**src/rtl/bitlet_pkg.sv**
```systemverilog
// Shared constants, types and scheduler state encoding for the Bitlet weight scheduler.
// Widths here must agree with the parameters of bitlet_weight_scheduler.
// No ports; imported by lsb_priority_encoder and bitlet_weight_scheduler.
package bitlet_pkg;

   localparam int BITLET_DATA_WIDTH = 8;
   localparam int BITLET_VEC_LENGTH = 32;
   localparam int BITLET_SEL_WIDTH  = 5;

   typedef logic [BITLET_DATA_WIDTH-1:0] weight_t;
   typedef logic [BITLET_SEL_WIDTH-1:0]  sel_t;
   typedef logic [BITLET_VEC_LENGTH-1:0] plane_mask_t;

   typedef enum logic {
      IDLE = 1'b0,
      RUN  = 1'b1
   } sched_state_t;

endpackage

```
**src/rtl/lsb_priority_encoder.sv**
```systemverilog
// Finds the lowest set bit of one bit-plane mask; purely combinational, no latency.
// Ports: mask (plane_mask_t) in; index (sel_t), found, clr (one-hot of the lowest set bit) out.
// No handshake; index and clr are zero when the mask is empty.
module lsb_priority_encoder
   import bitlet_pkg::*;
(
   input  plane_mask_t mask,
   output sel_t        index,
   output logic        found,
   output plane_mask_t clr
);

   always_comb begin
      index = '0;
      // Scan downward so the lowest set bit is the last one written.
      for (int i = BITLET_VEC_LENGTH - 1; i >= 0; i--) begin
         if (mask[i]) index = sel_t'(i);
      end
   end

   assign found = |mask;
   // Two's-complement trick isolates the lowest set bit.
   assign clr   = mask & (~mask + plane_mask_t'(1));

endmodule

```
**src/rtl/bitlet_weight_scheduler.sv**
```systemverilog
// Splits a tile of weights into bit planes and issues, per cycle, the next activation index per plane.
// Latency: tile accepted in cycle N issues first in N+1; drains in max(1, max plane popcount) cycles.
// Backpressure: out_ready low holds masks/outputs; w_ready only when idle or on the tile's last fire.
// Ports: clk, reset (async active-low); w_in/w_first/w_valid/w_ready tile input;
//        act_sel/act_val/load_accum/out_valid/out_ready/tile_last issue output.
// Optional macro BITLET_SCHED_STATS_EN adds stat_cycles and stat_idle_lanes counters.
module bitlet_weight_scheduler
   import bitlet_pkg::*;
#(
   parameter int DATA_WIDTH    = BITLET_DATA_WIDTH,
   parameter int VEC_LENGTH    = BITLET_VEC_LENGTH,
   parameter int MUX_SEL_WIDTH = BITLET_SEL_WIDTH
)
(
   input  logic                              clk,
   input  logic                              reset,
   input  logic [VEC_LENGTH*DATA_WIDTH-1:0]  w_in,
   input  logic                              w_first,
   input  logic                              w_valid,
   output logic                              w_ready,
   output logic [DATA_WIDTH*MUX_SEL_WIDTH-1:0] act_sel,
   output logic [DATA_WIDTH-1:0]             act_val,
   output logic                              load_accum,
   output logic                              out_valid,
   input  logic                              out_ready,
`ifdef BITLET_SCHED_STATS_EN
   output logic [31:0]                       stat_cycles,
   output logic [31:0]                       stat_idle_lanes,
`endif
   output logic                              tile_last
);

   sched_state_t state_q, state_d;
   plane_mask_t  mask_q [DATA_WIDTH];
   plane_mask_t  mask_d [DATA_WIDTH];
   plane_mask_t  clr    [DATA_WIDTH];
   sel_t         idx    [DATA_WIDTH];
   logic [DATA_WIDTH-1:0] found;
   logic [DATA_WIDTH-1:0] multi;
   logic         first_pend_q;
   logic         run;
   logic         last_int;
   logic         fire;
   logic         accept;

   for (genvar j = 0; j < DATA_WIDTH; j++) begin : g_plane
      lsb_priority_encoder u_enc (
         .mask  (mask_q[j]),
         .index (idx[j]),
         .found (found[j]),
         .clr   (clr[j])
      );
      // More than one bit left in this plane means at least one more issue cycle.
      assign multi[j] = |(mask_q[j] & (mask_q[j] - plane_mask_t'(1)));
      assign act_sel[j*MUX_SEL_WIDTH +: MUX_SEL_WIDTH] = run ? idx[j] : '0;
      assign act_val[j] = run & found[j];
   end

   assign run        = (state_q == RUN);
   assign last_int   = ~|multi;
   assign tile_last  = run & last_int;
   assign load_accum = run & first_pend_q;
   assign fire       = out_valid & out_ready;
   assign accept     = w_valid & w_ready;

   always_comb begin
      state_d   = state_q;
      out_valid = 1'b0;
      w_ready   = 1'b0;
      case (state_q)
         IDLE: begin
            w_ready = 1'b1;
            if (accept) state_d = RUN;
         end
         RUN: begin
            out_valid = 1'b1;
            // Reloading on the final fire keeps the issue stream gap-free.
            w_ready   = last_int & out_ready;
            if (fire && last_int && !accept) state_d = IDLE;
         end
         default: state_d = IDLE;
      endcase
   end

   always_comb begin
      for (int j = 0; j < DATA_WIDTH; j++) begin
         mask_d[j] = mask_q[j];
         if (accept) begin
            for (int i = 0; i < VEC_LENGTH; i++) mask_d[j][i] = w_in[i*DATA_WIDTH + j];
         end else if (fire) begin
            mask_d[j] = mask_q[j] & ~clr[j];
         end
      end
   end

   always_ff @(posedge clk or negedge reset) begin
      if (!reset) begin
         state_q      <= IDLE;
         first_pend_q <= 1'b0;
         for (int j = 0; j < DATA_WIDTH; j++) mask_q[j] <= '0;
      end else begin
         state_q <= state_d;
         for (int j = 0; j < DATA_WIDTH; j++) mask_q[j] <= mask_d[j];
         if (accept)    first_pend_q <= w_first;
         else if (fire) first_pend_q <= 1'b0;
      end
   end

`ifdef BITLET_SCHED_STATS_EN
   logic [31:0] idle_n;
   logic [32:0] cyc_sum;
   logic [32:0] idle_sum;

   always_comb begin
      idle_n = '0;
      for (int j = 0; j < DATA_WIDTH; j++) begin
         if (!act_val[j]) idle_n = idle_n + 32'd1;
      end
   end

   assign cyc_sum  = {1'b0, stat_cycles} + 33'd1;
   assign idle_sum = {1'b0, stat_idle_lanes} + {1'b0, idle_n};

   always_ff @(posedge clk or negedge reset) begin
      if (!reset) begin
         stat_cycles     <= '0;
         stat_idle_lanes <= '0;
      end else if (fire) begin
         stat_cycles     <= cyc_sum[32]  ? '1 : cyc_sum[31:0];
         stat_idle_lanes <= idle_sum[32] ? '1 : idle_sum[31:0];
      end
   end
`endif

endmodule

```
**config.mk**
```make
export PLATFORM = sky130hd
export DESIGN_NAME = bitlet_weight_scheduler
export DESIGN_NICKNAME = d
export VERILOG_FILES = /design/src/rtl/bitlet_pkg.sv /design/src/rtl/lsb_priority_encoder.sv /design/src/rtl/bitlet_weight_scheduler.sv
export SDC_FILE = /design/constraint.sdc
export NUM_CORES = 1
export LEC_CHECK = 0
export BUFFER_PORTS_ARGS = -buffer_cell sky130_fd_sc_hd__buf_2
export CAP_MARGIN = 15
export CORE_MARGIN = 2
export CORE_UTILIZATION = 30
export DETAILED_ROUTE_END_ITERATION = 16
export PLACE_DENSITY = 0.56
export SLEW_MARGIN = 40
export SYNTH_ARGS = -nofsm -noshare
export SYNTH_HDL_FRONTEND = slang
export SYNTH_SLANG_ARGS = --single-unit
export TNS_END_PERCENT = 1
```
**constraint.sdc**
```tcl
create_clock -name clk -period 9.6 [get_ports clk]
set_input_delay 0.48 -clock clk [delete_from_list [all_inputs] [get_ports clk]]
set_output_delay 0.48 -clock clk [all_outputs]
set_load 0.05 [all_outputs]
```
# ---- Word level (Yosys, flattened, before mapping)
# Cells that the tools add are included.
# Widths: inputs -> output; s select.
dict set report totals {
  output_inout_bits 52
  latchBits 0
  wordCells 381
  rom_bits 0
  n_memories 0
  ramBits 0
  reg_bits 258
}
dict set report classes {
  n_shift 0
  n_bitwise 54
  reduce_logical 14
  add_sub_neg 16
  mux 287
  n_mul 0
  div_mod_pow 0
  n_lt_le_gt_ge 0
  n_eq_ne 0
}
# op count
set ops {}
lappend ops {{$mux 5} 264}
lappend ops {{$and 32x32->32} 24}
lappend ops {{$mux 32} 16}
lappend ops {{$not 32->32} 16}
lappend ops {{$add 32x1->32 const B} 8}
lappend ops {{$reduce_or 256->1} 1}
lappend ops {{$reduce_or 32->1} 8}
lappend ops {{$sub 32x1->32 const B} 8}
lappend ops {{$and 1x1->1} 13}
lappend ops {{$mux 1} 5}
lappend ops {{$pmux 1 s2} 2}
lappend ops {{$logic_and 1x1->1} 2}
lappend ops {{$logic_not 1->1} 2}
lappend ops {{$reduce_bool 2->1} 1}
lappend ops {{$not 1->1} 1}

# ---- Depth between registers and ports, before layout
dict set report depth {
  word_depth 33
  depth_mapped 15
  mapped_depth_nobuf 9
}

# ---- Modules after synthesis
# A second synthesis with hierarchy kept.
dict set report hier_totals {
  hier_cells 2895
  area_unflattened_um2 21328.0
}
# mod seq_area_each_um2 area_each_um2 n_inst cells_each
set by_module_without_submodules {}
lappend by_module_without_submodules {bitlet_weight_scheduler 6456.2 15432.3 1 1983}
lappend by_module_without_submodules {lsb_priority_encoder 0.0 737.0 8 114}

# ---- Worst setup path before layout
# Ideal clock, no wire load.
dict set report synth_path {
  path_kind {reg-to-output}
  start {register mask_q[72] (netlist name)}
  end {output port tile_last}
  t_arrival_ps 3382
  stages_incl_launch_ff 10
  slack_ps 5738
  required_ps 9120
  path_cell_list {dfrtp_1 > or4_1 > or4_4 > buf_6 > a2111oi_2 > nand4_1 > nor4_1 > nand4_1 > nor4_2 > and3_1}
}
dict set report synth_between {
  elab_chain_cells 5
}
# element line
set synth_lines {}
lappend synth_lines {{start, declared} bitlet_weight_scheduler.sv:34} ;# plane_mask_t mask_q [DATA_WIDTH];
lappend synth_lines {{$sub 32x1->32} bitlet_weight_scheduler.sv:54} ;# assign multi[j] = |(mask_q[j] & (mask_q[j] - plane_mask_t'(1)));
lappend synth_lines {{$and 32x32->32 *} bitlet_weight_scheduler.sv:54}
lappend synth_lines {{$reduce_or 256->1 *} bitlet_weight_scheduler.sv:60} ;# assign last_int = ~|multi;
lappend synth_lines {{$logic_not 1->1 *} bitlet_weight_scheduler.sv:60}
lappend synth_lines {{$and 1x1->1 *} bitlet_weight_scheduler.sv:61} ;# assign tile_last = run & last_int;
lappend synth_lines {{end, declared} bitlet_weight_scheduler.sv:30} ;# output logic tile_last
# Mark *: on every way between the ends. The rest lies on a longest branch, timed or not.

# ---- Final worst setup path
dict set report layout_path {
  start {register mask_q[1] (netlist name)}
  end {output port w_ready}
}
dict set report layout_between {
  elab_chain_cells 6
}
# element line
set layout_lines {}
lappend layout_lines {{$sub 32x1->32} bitlet_weight_scheduler.sv:54}
lappend layout_lines {{$and 32x32->32 *} bitlet_weight_scheduler.sv:54}
lappend layout_lines {{$reduce_or 256->1 *} bitlet_weight_scheduler.sv:60}
lappend layout_lines {{$logic_not 1->1 *} bitlet_weight_scheduler.sv:60}
lappend layout_lines {{$and 1x1->1 *} bitlet_weight_scheduler.sv:78} ;# w_ready = last_int & out_ready;
lappend layout_lines {{$pmux 1 s2 *} bitlet_weight_scheduler.sv:70} ;# case (state_q)
lappend layout_lines {{end, declared} bitlet_weight_scheduler.sv:20} ;# output logic w_ready,
# Marked as above.

==> results.md <==
- The buffering stage count on the worst path with inverters included is 1.
- The first-pass GRT wire length is 122200 um.
- Static timing analysis puts the maximum clock frequency at about 160 MHz.
- Once routing completed, OpenROAD measured the worst setup slack at 3.500 ns.
- The sequential element share of the synthesized area is 0.3687.
- 313 I/O pins were placed.
- Setup total negative slack on the finished layout was measured at 0 ns.
- The min-delay analysis places its worst path in the category in -> reg.
- At the end of routability-driven placement, the weighted congestion stood at approximately 1.0.
- The clock latency on the worst-skew pair is roughly 0.60 ns.
- The number of failing hold endpoints at the final stage is 0.
- The cell type with the highest occurrence count on the critical path is sky130_fd_sc_hd__or4_1.
- In this run, the number of DRC markers left after iteration 0 of detailed routing was about 2300.
- The final worst clock skew is about 0.021 ns.
- The total wirelength of the detailed-routed design is approximately 84000 um.
- The repair_antennas step left the layout with diodes totalling 0.
- The starting density of the core is 0.3035.
- Yosys mapped a number of flops with a built-in enable equal to 0.
- The count of nets left with antenna violations once routing finished came out at 0.
- Measured against its own limit, the worst slew margin works out to 0.3424.
- The cell area that synthesis handed to floorplanning was between 15000 and 20000 um^2.
- The worst setup path is captured at an output pin.
- The clock tree from TritonCTS is built.
- Leaving out fill and tap cells, the most frequent cells in the layout are 316 x sky130_fd_sc_hd__inv_1, 311 x sky130_fd_sc_hd__buf_2, 258 x sky130_fd_sc_hd__dfrtp_1.
- After detailed routing, the number of vias per cell comes to approximately 6.0.
- For this run, the post-layout net count is ~2700.
- The number of placement rows is around 90.
- Summed over all nets, the half-perimeter wirelength after detailed placement is between 60000 and 70000 um.
- The kind of critical path is reg -> out.
- STA puts the critical path data arrival time at approximately 5.6 ns.
- Buffers added to address setup during post-CTS repair amount to 0.
- The total overflow left after global routing is 0.
- The routed layout has about 20000 vias.
- For this run, the detailed router's first-pass iteration total came to 7.
- The slowest cell on the critical path is sky130_fd_sc_hd__or4_1.
- At the pin with the least slew margin, the transition time is roughly 1 ns.
- Yosys mapped the design onto 69 distinct sky130hd cell types.
- The fraction of layout cells with a size suffix above 1 is 0.1789.
- The clock-pin slew on the worst setup and hold paths is approximately 0.06 ns.
- The die covers 60310 um^2.
- The sort of element at the start of the critical path is a flip-flop.
- The number of synthesized register bits is roughly 260.
- The top cell family by delay on the critical path is simple AND/OR/NAND/NOR gates.
- The critical path's largest stage delay is ~0.84 ns.
- OpenSTA, run right after detailed placement, puts the worst setup slack at roughly 4.1 ns.
- The maximum number of pins on one net before global-route repair is around 80.
- The cell count after synthesis came out at around 2300.
- After filler insertion, the fill cell instance count of the layout stands at between 6000 and 7000.
- The post-route fraction of the period consumed by the critical path is 0.6354.
- The count of endpoints failing setup in the final report is 0.
- The core region is 57700 um^2.
- The total count of max-transition violations in the final report is 0.
- When the netlist entered floorplanning its net count stood at around 2500.
- The CTS sink count is ~260.
- The root buffer cell is sky130_fd_sc_hd__clkbuf_16.
- Traced cell by cell, the critical path runs through or4_1 > or3_1 > o21ai_1 > o2111ai_1 > a221o_1 > or4_1 > nor4_2 > nand3_1 > nand2_1 > buf_2.
- In this run the worst path has a maximum fanout of 21.
- For the finished layout, the period the worst path requires is about 6 ns.
- The number of buffers added by the clock tree synthesis step is 30.
- For the worst setup path, the data required time is between 9 and 10 ns.
- The warning count from the yosys run is 0.
- The width of the chip is roughly 250 um.
- The initial antenna violation count is 0.
- The mean instance size in the synthesized netlist is between 7 and 8 um^2.
- After detailed routing, the average wire length per cell comes to ~26 um.
- Setup repair after global routing left no endpoint under its margin.
- The leading register cell type out of synthesis is sky130_fd_sc_hd__dfrtp_1.
- Across the run, the number of max-cap violations was 0.
- The clock passes through at most 3 buffers.
- After synthesis, the share of flip-flops with an asynchronous set or reset is 1.000.
- The number of global-route vias before repair is 18390.
- The combined global-route utilization of all metal layers is 0.2672.
- The number of DRC violations after detailed routing is 0.
- The most common cell after layout, fill and taps aside is sky130_fd_sc_hd__inv_1.
- The area growth from synthesis to layout is 18.26%.
- The number of buffer cells added on primary ports is 312.
- CTS built an H-tree with a depth of 1.
- The floorplan step set the die height to roughly 250 um.
- The run finished with clean final reports.
==> flip-flops by register name, summed over array words and instances, names as in the netlist <==
register      count
mask_q          256
run               1
first_pend_q      1
==> per-stage QoR <==
| stage | hold WS, ns | cells | area, um^2 | util |
|---|---|---|---|---|
| after floorplan | 0.1844 | 2274 | 17510 | - |
| after CTS | 0.1005 | 3258 | 20630 | 0.3576 |
| after detailed placement | 0.5228 | 3204 | 19570 | 0.3393 |
| after global routing | 0.1220 | 3258 | 20710 | 0.3589 |
| after global placement | 0.5163 | 3202 | 19480 | 0.3377 |
| final | 0.1174 | 3258 | 20710 | 0.3589 |
==> Yosys cell counts (6+ instances only) <==
cell type / instances / share of area
sky130_fd_sc_hd__inv_1: 316 / 0.068
sky130_fd_sc_hd__dfrtp_1: 258 / 0.37
sky130_fd_sc_hd__o21ai_0: 181 / 0.052
sky130_fd_sc_hd__nor2_1: 153 / 0.033
sky130_fd_sc_hd__o21ai_1: 138 / 0.039
sky130_fd_sc_hd__clkbuf_1: 130 / 0.028
sky130_fd_sc_hd__nand2_1: 127 / 0.027
sky130_fd_sc_hd__nand3_1: 116 / 0.033
sky130_fd_sc_hd__o22ai_1: 99 / 0.035
sky130_fd_sc_hd__a21oi_1: 79 / 0.023
sky130_fd_sc_hd__nor3_1: 66 / 0.019
sky130_fd_sc_hd__o31ai_1: 59 / 0.025
sky130_fd_sc_hd__nor4_1: 58 / 0.021
sky130_fd_sc_hd__o311ai_0: 45 / 0.023
sky130_fd_sc_hd__or4_1: 45 / 0.019
sky130_fd_sc_hd__o41ai_1: 44 / 0.022
sky130_fd_sc_hd__nand4_1: 39 / 0.014
sky130_fd_sc_hd__a211oi_1: 27 / 0.012
sky130_fd_sc_hd__or3_1: 26 / 0.0093
sky130_fd_sc_hd__o21bai_1: 20 / 0.0086
sky130_fd_sc_hd__o22ai_2: 20 / 0.014
sky130_fd_sc_hd__buf_2: 19 / 0.0054
sky130_fd_sc_hd__buf_6: 13 / 0.0084
sky130_fd_sc_hd__a2111oi_0: 12 / 0.0060
sky130_fd_sc_hd__o311a_1: 12 / 0.0069
sky130_fd_sc_hd__a22oi_1: 10 / 0.0043
sky130_fd_sc_hd__nand2b_1: 10 / 0.0036
sky130_fd_sc_hd__and3_1: 9 / 0.0032
sky130_fd_sc_hd__o211ai_1: 9 / 0.0039
sky130_fd_sc_hd__o31a_1: 9 / 0.0045
sky130_fd_sc_hd__o32ai_1: 9 / 0.0045
sky130_fd_sc_hd__nor4_2: 8 / 0.0057
sky130_fd_sc_hd__o2111ai_1: 8 / 0.0040
sky130_fd_sc_hd__or2_2: 8 / 0.0029
sky130_fd_sc_hd__a31oi_1: 7 / 0.0025
sky130_fd_sc_hd__o221ai_1: 7 / 0.0035
sky130_fd_sc_hd__a21boi_0: 6 / 0.0026
==> final cells by class <==
class | count | area [um^2] | share of cell area
inverters | 317 | 1192 | 0.05759
well taps | 765 | 957.2 | 0.04623
clock buffers | 41 | 873.3 | 0.04218
repair buffers | 334 | 1790 | 0.08647
clock inverters | 12 | 172.7 | 0.008339
flip-flops and latches | 258 | 6456 | 0.3118
multi-input cells | 1531 | 9264 | 0.4474
==> worst min-delay path, delay by kind of cell <==
family	cells	cell delay, ns
buffers and inverters	2	0.14
AO/OA/AOI/OAI	1	0.06
==> cell families (layout without fill, tap and decap cells) <==
family                 count (synthesis)  in the layout  synth area share
multiplexers                           1              1         0.0005717
flip-flops                           258            258            0.3687
buffers and inverters                485            704            0.1111
AND/OR/NAND/NOR                      689            689            0.2017
AO/OA/AOI/OAI                        841            841            0.3179
==> layer usage <==
layer  up-vias  track usage  part of all wire
li1       8841            -                 -
met1      9684       0.3687              0.43
met2       989       0.4153              0.45
met3       171      0.05566             0.083
met4         0      0.08681             0.039
met5         -            0                 0
==> worst paths after layout <==
| check | depth (start not counted) | from | slack (ns) | endpoint |
|---|---|---|---|---|
| setup / recovery | 10 | mask_q[1] | 3.50 | w_ready |
| hold / removal | 3 | w_in[160] | 0.12 | mask_q[244] |
| setup reg to reg | 11 | mask_q[1] | 3.99 | mask_q[117] |
| hold reg to reg | 2 | mask_q[41] | 0.60 | mask_q[41] |
| max in group asynchronous | 4 | reset | 7.41 | mask_q[11] |
| min in group asynchronous | 2 | reset | 0.48 | mask_q[158] |
==> repair_timing <==
item / in CTS / in global routing
hold endpoints to repair: 70 / 0
hold buffers: 1 / 0
resized for setup: 0 / 0
Power is left out: the tool's default activity adds up to more than one toggle a clock period on the data nets, which glitch-free logic cannot reach.
